`config.mk`:
```
export PLATFORM = sky130hd
export DESIGN_NAME = uart_conf_tx
export DESIGN_NICKNAME = d
export VERILOG_FILES = /design/src/rtl/uart_conf_tx_pkg.sv /design/src/rtl/uart_tx_byte.sv /design/src/rtl/uart_conf_tx.sv
export SDC_FILE = /design/constraint.sdc
export NUM_CORES = 1
export LEC_CHECK = 0
export CAP_MARGIN = 30
export CELL_PAD_IN_SITES_DETAIL_PLACEMENT = 1
export CELL_PAD_IN_SITES_GLOBAL_PLACEMENT = 1
export CORE_MARGIN = 5
export CORE_UTILIZATION = 40
export CTS_CLUSTER_DIAMETER = 120
export DETAILED_ROUTE_END_ITERATION = 10
export GPL_TIMING_DRIVEN = 0
export PLACE_DENSITY_LB_ADDON = 0.12
export SLEW_MARGIN = 25
export SYNTH_ARGS = -nofsm -noshare
export SYNTH_HDL_FRONTEND = slang
export SYNTH_SLANG_ARGS = --single-unit
```
`constraint.sdc`:
```
create_clock -name clk -period 3.03 [get_ports clk]
set_input_delay 0.303 -clock clk [delete_from_list [all_inputs] [get_ports clk]]
set_output_delay 0.303 -clock clk [all_outputs]
set_load 0.02 [all_outputs]
```
`src/rtl/uart_conf_tx_pkg.sv`:
```
// Shared definitions for the configuration UART pair (receiver and transmitter):
// line-format constants, default timing and the state encodings.
package uart_conf_tx_pkg;

    // Defaults: 1 MHz clock, 9600 baud, four parameter bytes per report frame
    localparam int unsigned BAUD_DIV_DEF     = 104;
    localparam int unsigned CONF_PAR_MAX_DEF = 4;
    localparam logic [7:0]  HDR_DEF          = 8'hA5;

    // 8N1: start + 8 data + stop
    localparam int unsigned FRAME_BITS = 10;

    // Per-byte serialiser states
    typedef enum logic [1:0] {
        IDLE,
        START,
        DATA,
        STOP
    } tx_state_t;

    // Frame sequencer states
    typedef enum logic {
        F_IDLE,
        F_SEND
    } frame_state_t;

    // Running checksum step; 8-bit accumulate wraps modulo 256
    function automatic logic [7:0] chk_add(input logic [7:0] acc, input logic [7:0] b);
        return acc + b;
    endfunction

endpackage

```
`src/rtl/uart_tx_byte.sv`:
```
// 8N1 byte serialiser. Owns the baud counter and the START/DATA/STOP sequence.
// ready is high while idle and during the last cycle of the stop bit, so a
// load presented in that cycle starts the next start bit with no gap.
module uart_tx_byte
    import uart_conf_tx_pkg::*;
#(
    parameter int unsigned BAUD_DIV = BAUD_DIV_DEF
) (
    input  logic       clk,
    input  logic       rst,
    input  logic       load,
    input  logic [7:0] data,
    output logic       tx,
    output logic       ready
);

    localparam int unsigned      CNT_W    = (BAUD_DIV > 1) ? $clog2(BAUD_DIV) : 1;
    localparam logic [CNT_W-1:0] CNT_LAST = CNT_W'(BAUD_DIV - 1);
    localparam logic [CNT_W-1:0] CNT_PRE  = CNT_W'(BAUD_DIV - 2);

    if (BAUD_DIV < 2 || BAUD_DIV > 65535) begin : g_bad_baud
        $error("uart_tx_byte: BAUD_DIV out of range 2..65535");
    end

    tx_state_t        state;
    logic [CNT_W-1:0] baud_cnt;
    logic [2:0]       bit_idx;
    logic [7:0]       shreg;

    // Serialiser FSM: every line level is held for exactly BAUD_DIV cycles
    always_ff @(posedge clk) begin
        if (rst) begin
            state    <= IDLE;
            baud_cnt <= '0;
            bit_idx  <= '0;
            shreg    <= '0;
            tx       <= 1'b1;
            ready    <= 1'b1;
        end else begin
            case (state)
                IDLE: begin
                    tx    <= 1'b1;
                    ready <= 1'b1;
                    if (load) begin
                        shreg    <= data;
                        baud_cnt <= '0;
                        tx       <= 1'b0;
                        ready    <= 1'b0;
                        state    <= START;
                    end
                end

                START: begin
                    if (baud_cnt == CNT_LAST) begin
                        baud_cnt <= '0;
                        bit_idx  <= '0;
                        tx       <= shreg[0];
                        state    <= DATA;
                    end else begin
                        baud_cnt <= baud_cnt + CNT_W'(1);
                    end
                end

                DATA: begin
                    if (baud_cnt == CNT_LAST) begin
                        baud_cnt <= '0;
                        if (bit_idx == 3'd7) begin
                            tx    <= 1'b1;
                            state <= STOP;
                        end else begin
                            // shreg[0] is always the bit on the line; shift to expose the next
                            bit_idx <= bit_idx + 3'd1;
                            tx      <= shreg[1];
                            shreg   <= {1'b0, shreg[7:1]};
                        end
                    end else begin
                        baud_cnt <= baud_cnt + CNT_W'(1);
                    end
                end

                STOP: begin
                    if (baud_cnt == CNT_LAST) begin
                        baud_cnt <= '0;
                        if (load) begin
                            shreg <= data;
                            tx    <= 1'b0;
                            ready <= 1'b0;
                            state <= START;
                        end else begin
                            tx    <= 1'b1;
                            ready <= 1'b1;
                            state <= IDLE;
                        end
                    end else begin
                        baud_cnt <= baud_cnt + CNT_W'(1);
                        if (baud_cnt == CNT_PRE) begin
                            ready <= 1'b1;
                        end
                    end
                end

                default: begin
                    state <= IDLE;
                    tx    <= 1'b1;
                    ready <= 1'b1;
                end
            endcase
        end
    end

endmodule

```
`src/rtl/uart_conf_tx.sv`:
```
// Configuration/status report transmitter. On send it snapshots the parameter
// bytes and emits HDR, par 0..CONF_PAR_MAX-1, CHK as back-to-back 8N1 bytes.
// CHK is the modulo-256 sum of the parameter bytes only.
module uart_conf_tx
    import uart_conf_tx_pkg::*;
#(
    parameter int unsigned BAUD_DIV     = BAUD_DIV_DEF,
    parameter int unsigned CONF_PAR_MAX = CONF_PAR_MAX_DEF,
    parameter logic [7:0]  HDR          = HDR_DEF
) (
    input  logic                      clk,
    input  logic                      rst,
    input  logic                      send,
    input  logic [CONF_PAR_MAX*8-1:0] par_in,
    output logic                      tx,
    output logic                      busy,
    output logic                      done
);

    localparam int unsigned      IDX_W    = $clog2(CONF_PAR_MAX + 2);
    localparam logic [IDX_W-1:0] IDX_LAST = IDX_W'(CONF_PAR_MAX + 1);
    localparam logic [IDX_W-1:0] IDX_CHK  = IDX_W'(CONF_PAR_MAX);

    if (CONF_PAR_MAX < 1 || CONF_PAR_MAX > 255) begin : g_bad_par
        $error("uart_conf_tx: CONF_PAR_MAX out of range 1..255");
    end

    frame_state_t     state;
    logic [IDX_W-1:0] byte_idx;
    logic [7:0]       snap [CONF_PAR_MAX];
    logic [7:0]       chk;
    logic [7:0]       next_par;
    logic             byte_load;
    logic [7:0]       byte_data;
    logic             byte_ready;

    // Parameter byte following the one currently on the line (byte_idx counts HDR as 0)
    always_comb begin
        next_par = '0;
        for (int unsigned k = 0; k < CONF_PAR_MAX; k++) begin
            if (byte_idx == IDX_W'(k)) begin
                next_par = snap[k];
            end
        end
    end

    // Feed the serialiser: HDR on acceptance, then each following byte in its final stop cycle
    always_comb begin
        byte_load = 1'b0;
        byte_data = HDR;
        case (state)
            F_IDLE: begin
                byte_load = send;
                byte_data = HDR;
            end
            F_SEND: begin
                if (byte_ready && byte_idx != IDX_LAST) begin
                    byte_load = 1'b1;
                    byte_data = (byte_idx == IDX_CHK) ? chk : next_par;
                end
            end
            default: begin
                byte_load = 1'b0;
                byte_data = HDR;
            end
        endcase
    end

    // Frame sequencer: snapshot, byte index, running checksum, busy/done
    always_ff @(posedge clk) begin
        if (rst) begin
            state    <= F_IDLE;
            byte_idx <= '0;
            chk      <= '0;
            busy     <= 1'b0;
            done     <= 1'b0;
        end else begin
            done <= 1'b0;
            case (state)
                F_IDLE: begin
                    if (send) begin
                        for (int unsigned k = 0; k < CONF_PAR_MAX; k++) begin
                            snap[k] <= par_in[8*k +: 8];
                        end
                        chk      <= '0;
                        byte_idx <= '0;
                        busy     <= 1'b1;
                        state    <= F_SEND;
                    end
                end
                F_SEND: begin
                    if (byte_ready) begin
                        if (byte_idx == IDX_LAST) begin
                            busy  <= 1'b0;
                            done  <= 1'b1;
                            state <= F_IDLE;
                        end else begin
                            // checksum absorbs each parameter byte as it is handed over
                            if (byte_idx != IDX_CHK) begin
                                chk <= chk_add(chk, next_par);
                            end
                            byte_idx <= byte_idx + IDX_W'(1);
                        end
                    end
                end
                default: begin
                    busy  <= 1'b0;
                    state <= F_IDLE;
                end
            endcase
        end
    end

    uart_tx_byte #(
        .BAUD_DIV (BAUD_DIV)
    ) u_tx_byte (
        .clk   (clk),
        .rst   (rst),
        .load  (byte_load),
        .data  (byte_data),
        .tx    (tx),
        .ready (byte_ready)
    );

endmodule
```
==> results_dict.tcl <==
set metrics [dict create \
    synth-edff-count 32 \
    yosysSeqAreaShare 0.484 \
    routabilityCongestion 0.809 \
    ys_types 56 \
    grt_pass1_wl_um 14200 \
    cts_buffers 9 \
    num_rows 34 \
    min_from "u_tx_byte.tx$_SDFFE_PP1P_" \
    final_util 0.512 \
    worstPathArrival_ns 3.13 \
    ys_seq_elements 68 \
    final-hold-violation-count 0 \
    yosys-top-cells-count "36 x dfxtp_1, 34 x nor2_1, 32 x edfxtp_1" \
    die-area_um2 10700 \
    multi_input_area_um2 1770 \
    synth_fa_ha_area_frac 0.0778 \
    crit_fanout 4 \
    sw_frac_of_total 0.335 \
    overflow 0 \
    power_leakage_nw 1.57 \
    min_path_type "register to register" \
    vdd_drop_max_uv 261 \
    path_clk_slew_ns 0.08 \
    htree_levels 3 \
    setup_violations 0 \
    ys.flop_type "dfxtp_1" \
    p_per_area_nw_per_um2 702 \
    pwr-share-clk 0.294 \
    cts.sinks 68 \
    comb_power_share 0.331 \
    drv_cap 0 \
    die_w_um 103 \
    synth_top_family_by_area "compound AO/OA/AOI/OAI gates" \
    grt_use_total 0.174 \
    yosysTopAreaCellShare 0.276 \
    synth_area_um2 3480 \
    synth_area_leader_cell "edfxtp_1" \
    reg2reg_depth 14 \
    grt_max_degree 22 \
    synth_area_per_cell_um2 9.93 \
    synth-compound-area-share 0.199 \
    yosysMostFrequentCell "dfxtp_1" \
    die_h_um 103 \
    core-area_um2 8590 \
    fmax_ghz 0.345 \
    start_util 0.404 \
    root_buffer "clkbuf_8" \
    dp_hpwl_um 6520 \
    start_kind "register" \
    reg2reg_to "chk[6]$_SDFFE_PP0P_" \
    min_period_ns 2.90 \
    synthMuxAreaShare 0.00612 \
    cts_tree "yes" \
    synth_simple_gate_area_share 0.190 \
    synthXorXnorAreaFrac 0.00756 \
    ioPinCount 38 \
    crit_slowest_cell "dfxtp_4" \
    grt_pass1_vias 2878 \
    drtPass1Iterations 4 \
    syn-num-nets 406 \
    rrSetupSlack_ns 0.13 \
    final_cell_count_no_fill 514 \
    p_int_mw 2.05 \
    nets 457 \
    cpPeakStageDelay_ns 0.38 \
    fillerInstances 957 \
    maxSlewHeadroom 0.454 \
    path_cells "inv_2 > ha_4 > buf_4 > nand3b_1 > a21oi_2 > a21oi_1 > o21ai_2 > ha_4 > nor2b_2 > o21ai_2 > a21boi_2 > o21a_1 > or3_1 > a32o_1" \
    fin_worst_skew_ns 0.0123 \
    seq_area_um2 1690 \
    ys_async_sr_fraction 0 \
    p_sw_mw 1.03 \
    path_class "register to register" \
    design_area_um2 4400 \
    ys_top_cells_by_area "edfxtp_1 28%, dfxtp_1 21%, ha_1 7.2%" \
    cp_top_family "compound AO/OA/AOI/OAI gates" \
    syn2layout_area_growth_pct 26.5 \
    synth_cells 350 \
    worst_pin_slew_ns 0.817 \
    whs_endpoint "u_tx_byte.tx$_SDFFE_PP1P_" \
    insertion_delay_ns 0.35 \
    finalWirelength_um 8650 \
    worstSetupEndpointType "register" \
    drt_iter0_drc 84 \
    reg2reg_from "byte_idx[1]$_SDFFE_PP0P_" \
    status "finished clean" \
    yosysWarningCount 0 \
    antenna_left 0 \
    min_period_over_period 0.956 \
    layout-drive-gt1-share 0.160 \
    vias 2791 \
    cp.required_ns 3.27 \
    place_area_um2 4010 \
    power_frac_seq 0.374 \
    p_total_mw 3.08 \
    dpl.cell_count 495 \
    antenna_found_initial 0 \
    portBuffers 36 \
    num_antenna_cells 0 \
    drv_slew 0 \
    drt-wirelength-per-cell_um 16.8 \
    routed_via_density 5.43 \
    whs_path_depth 1 \
    ctsLongestPathBuffers 2 \
    crit_buf_inv 2 \
    drc_errors 0 \
]
## logic make-up after synthesis
family / count (synthesis)
DFF: 68
muxes: 2
AOI/OAI and AO/OA: 95
buffers and inverters: 32
and+or+nand+nor: 129
adders and majority gates: 21
xor gates and xnor gates: 3
## timing repair
action                                  4_1_cts  5_1_grt
endpoints found under the setup margin        6        4
hold buffers                                  0        0
gates resized for setup                      20       22
buffers inserted                              4        1
endpoints found under the hold margin         0        0
pin swaps                                     1        4
## cell usage in the layout, fill, tap and decap left out, drive strengths merged, types with 4 or more instances in the layout
cell type / instances
clkdlybuf4s50: 36
dfxtp: 36
nor2: 34
edfxtp: 32
a21oi: 31
nand2: 28
ha: 20
clkbuf: 20
o21ai: 18
nor3: 15
inv: 14
nand3: 12
buf: 11
a31oi: 8
nand3b: 7
nand2b: 5
nor3b: 5
nor2b: 5
nand4: 4
o22ai: 4
or3: 4
## worst max path at each step
stage                     cells after the start  slack [ns]                   to                      from
after floorplan                              16        0.11  chk[6]$_SDFFE_PP0P_  byte_idx[1]$_SDFFE_PP0P_
after global placement                       14       -0.50  chk[6]$_SDFFE_PP0P_  byte_idx[1]$_SDFFE_PP0P_
after detailed placement                     14       -0.57  chk[6]$_SDFFE_PP0P_  byte_idx[1]$_SDFFE_PP0P_
after CTS                                    12        0.02  chk[6]$_SDFFE_PP0P_  byte_idx[2]$_SDFFE_PP0P_
after global routing                         12      -0.009  chk[6]$_SDFFE_PP0P_  byte_idx[2]$_SDFFE_PP0P_
final                                        14        0.13  chk[6]$_SDFFE_PP0P_  byte_idx[1]$_SDFFE_PP0P_
## final cells by class
type                    count  area share
clock buffers               9      0.0282
clock inverters             7      0.0262
flip-flops and latches     68       0.384
repair buffers             42      0.0968
well taps                 108      0.0307
multi-input cells         250       0.402
plain buffers              16      0.0202
inverters                  14      0.0120
## power by group through the flow
stage	registers (mW)	logic [mW]	clock network [mW]
after floorplan	1.16	0.699	0
after global placement	1.17	0.939	0
after detailed placement	1.17	0.969	0
after CTS	1.15	0.996	0.924
after global routing	1.17	1.14	0.963
final	1.15	1.02	0.908
## state kept, by name, summed over array words and instances, names as in the netlist
| signal | count |
|---|---|
| chk | 8 |
| state | 1 |
| snap | 32 |
| u_tx_byte.ready | 1 |
| u_tx_byte.tx | 1 |
| u_tx_byte.bit_idx | 3 |
| u_tx_byte.shreg | 8 |
| byte_idx | 3 |
| busy | 1 |
| u_tx_byte.baud_cnt | 7 |
| u_tx_byte.state | 2 |
| done | 1 |
## layer usage
metal,vias up,global-route usage,part of all wire
met2,57,0.296,0.49
met5,-,0,0
li1,1393,-,-
met3,12,0.0376,0.040
met1,1329,0.221,0.45
met4,0,0.0578,0.017
## stage by stage
step                setup TNS (ns)  setup WS, ns  hold WS, ns
finish                           0         0.134        0.500
global placement            -10.45        -0.502        0.473
CTS                              0        0.0166        0.493
detailed placement           -1.73        -0.566        0.481
global route              -0.00854      -0.00854        0.487
floorplan                        0         0.113        0.402
Note: power is estimated with default switching activity, not from simulation.
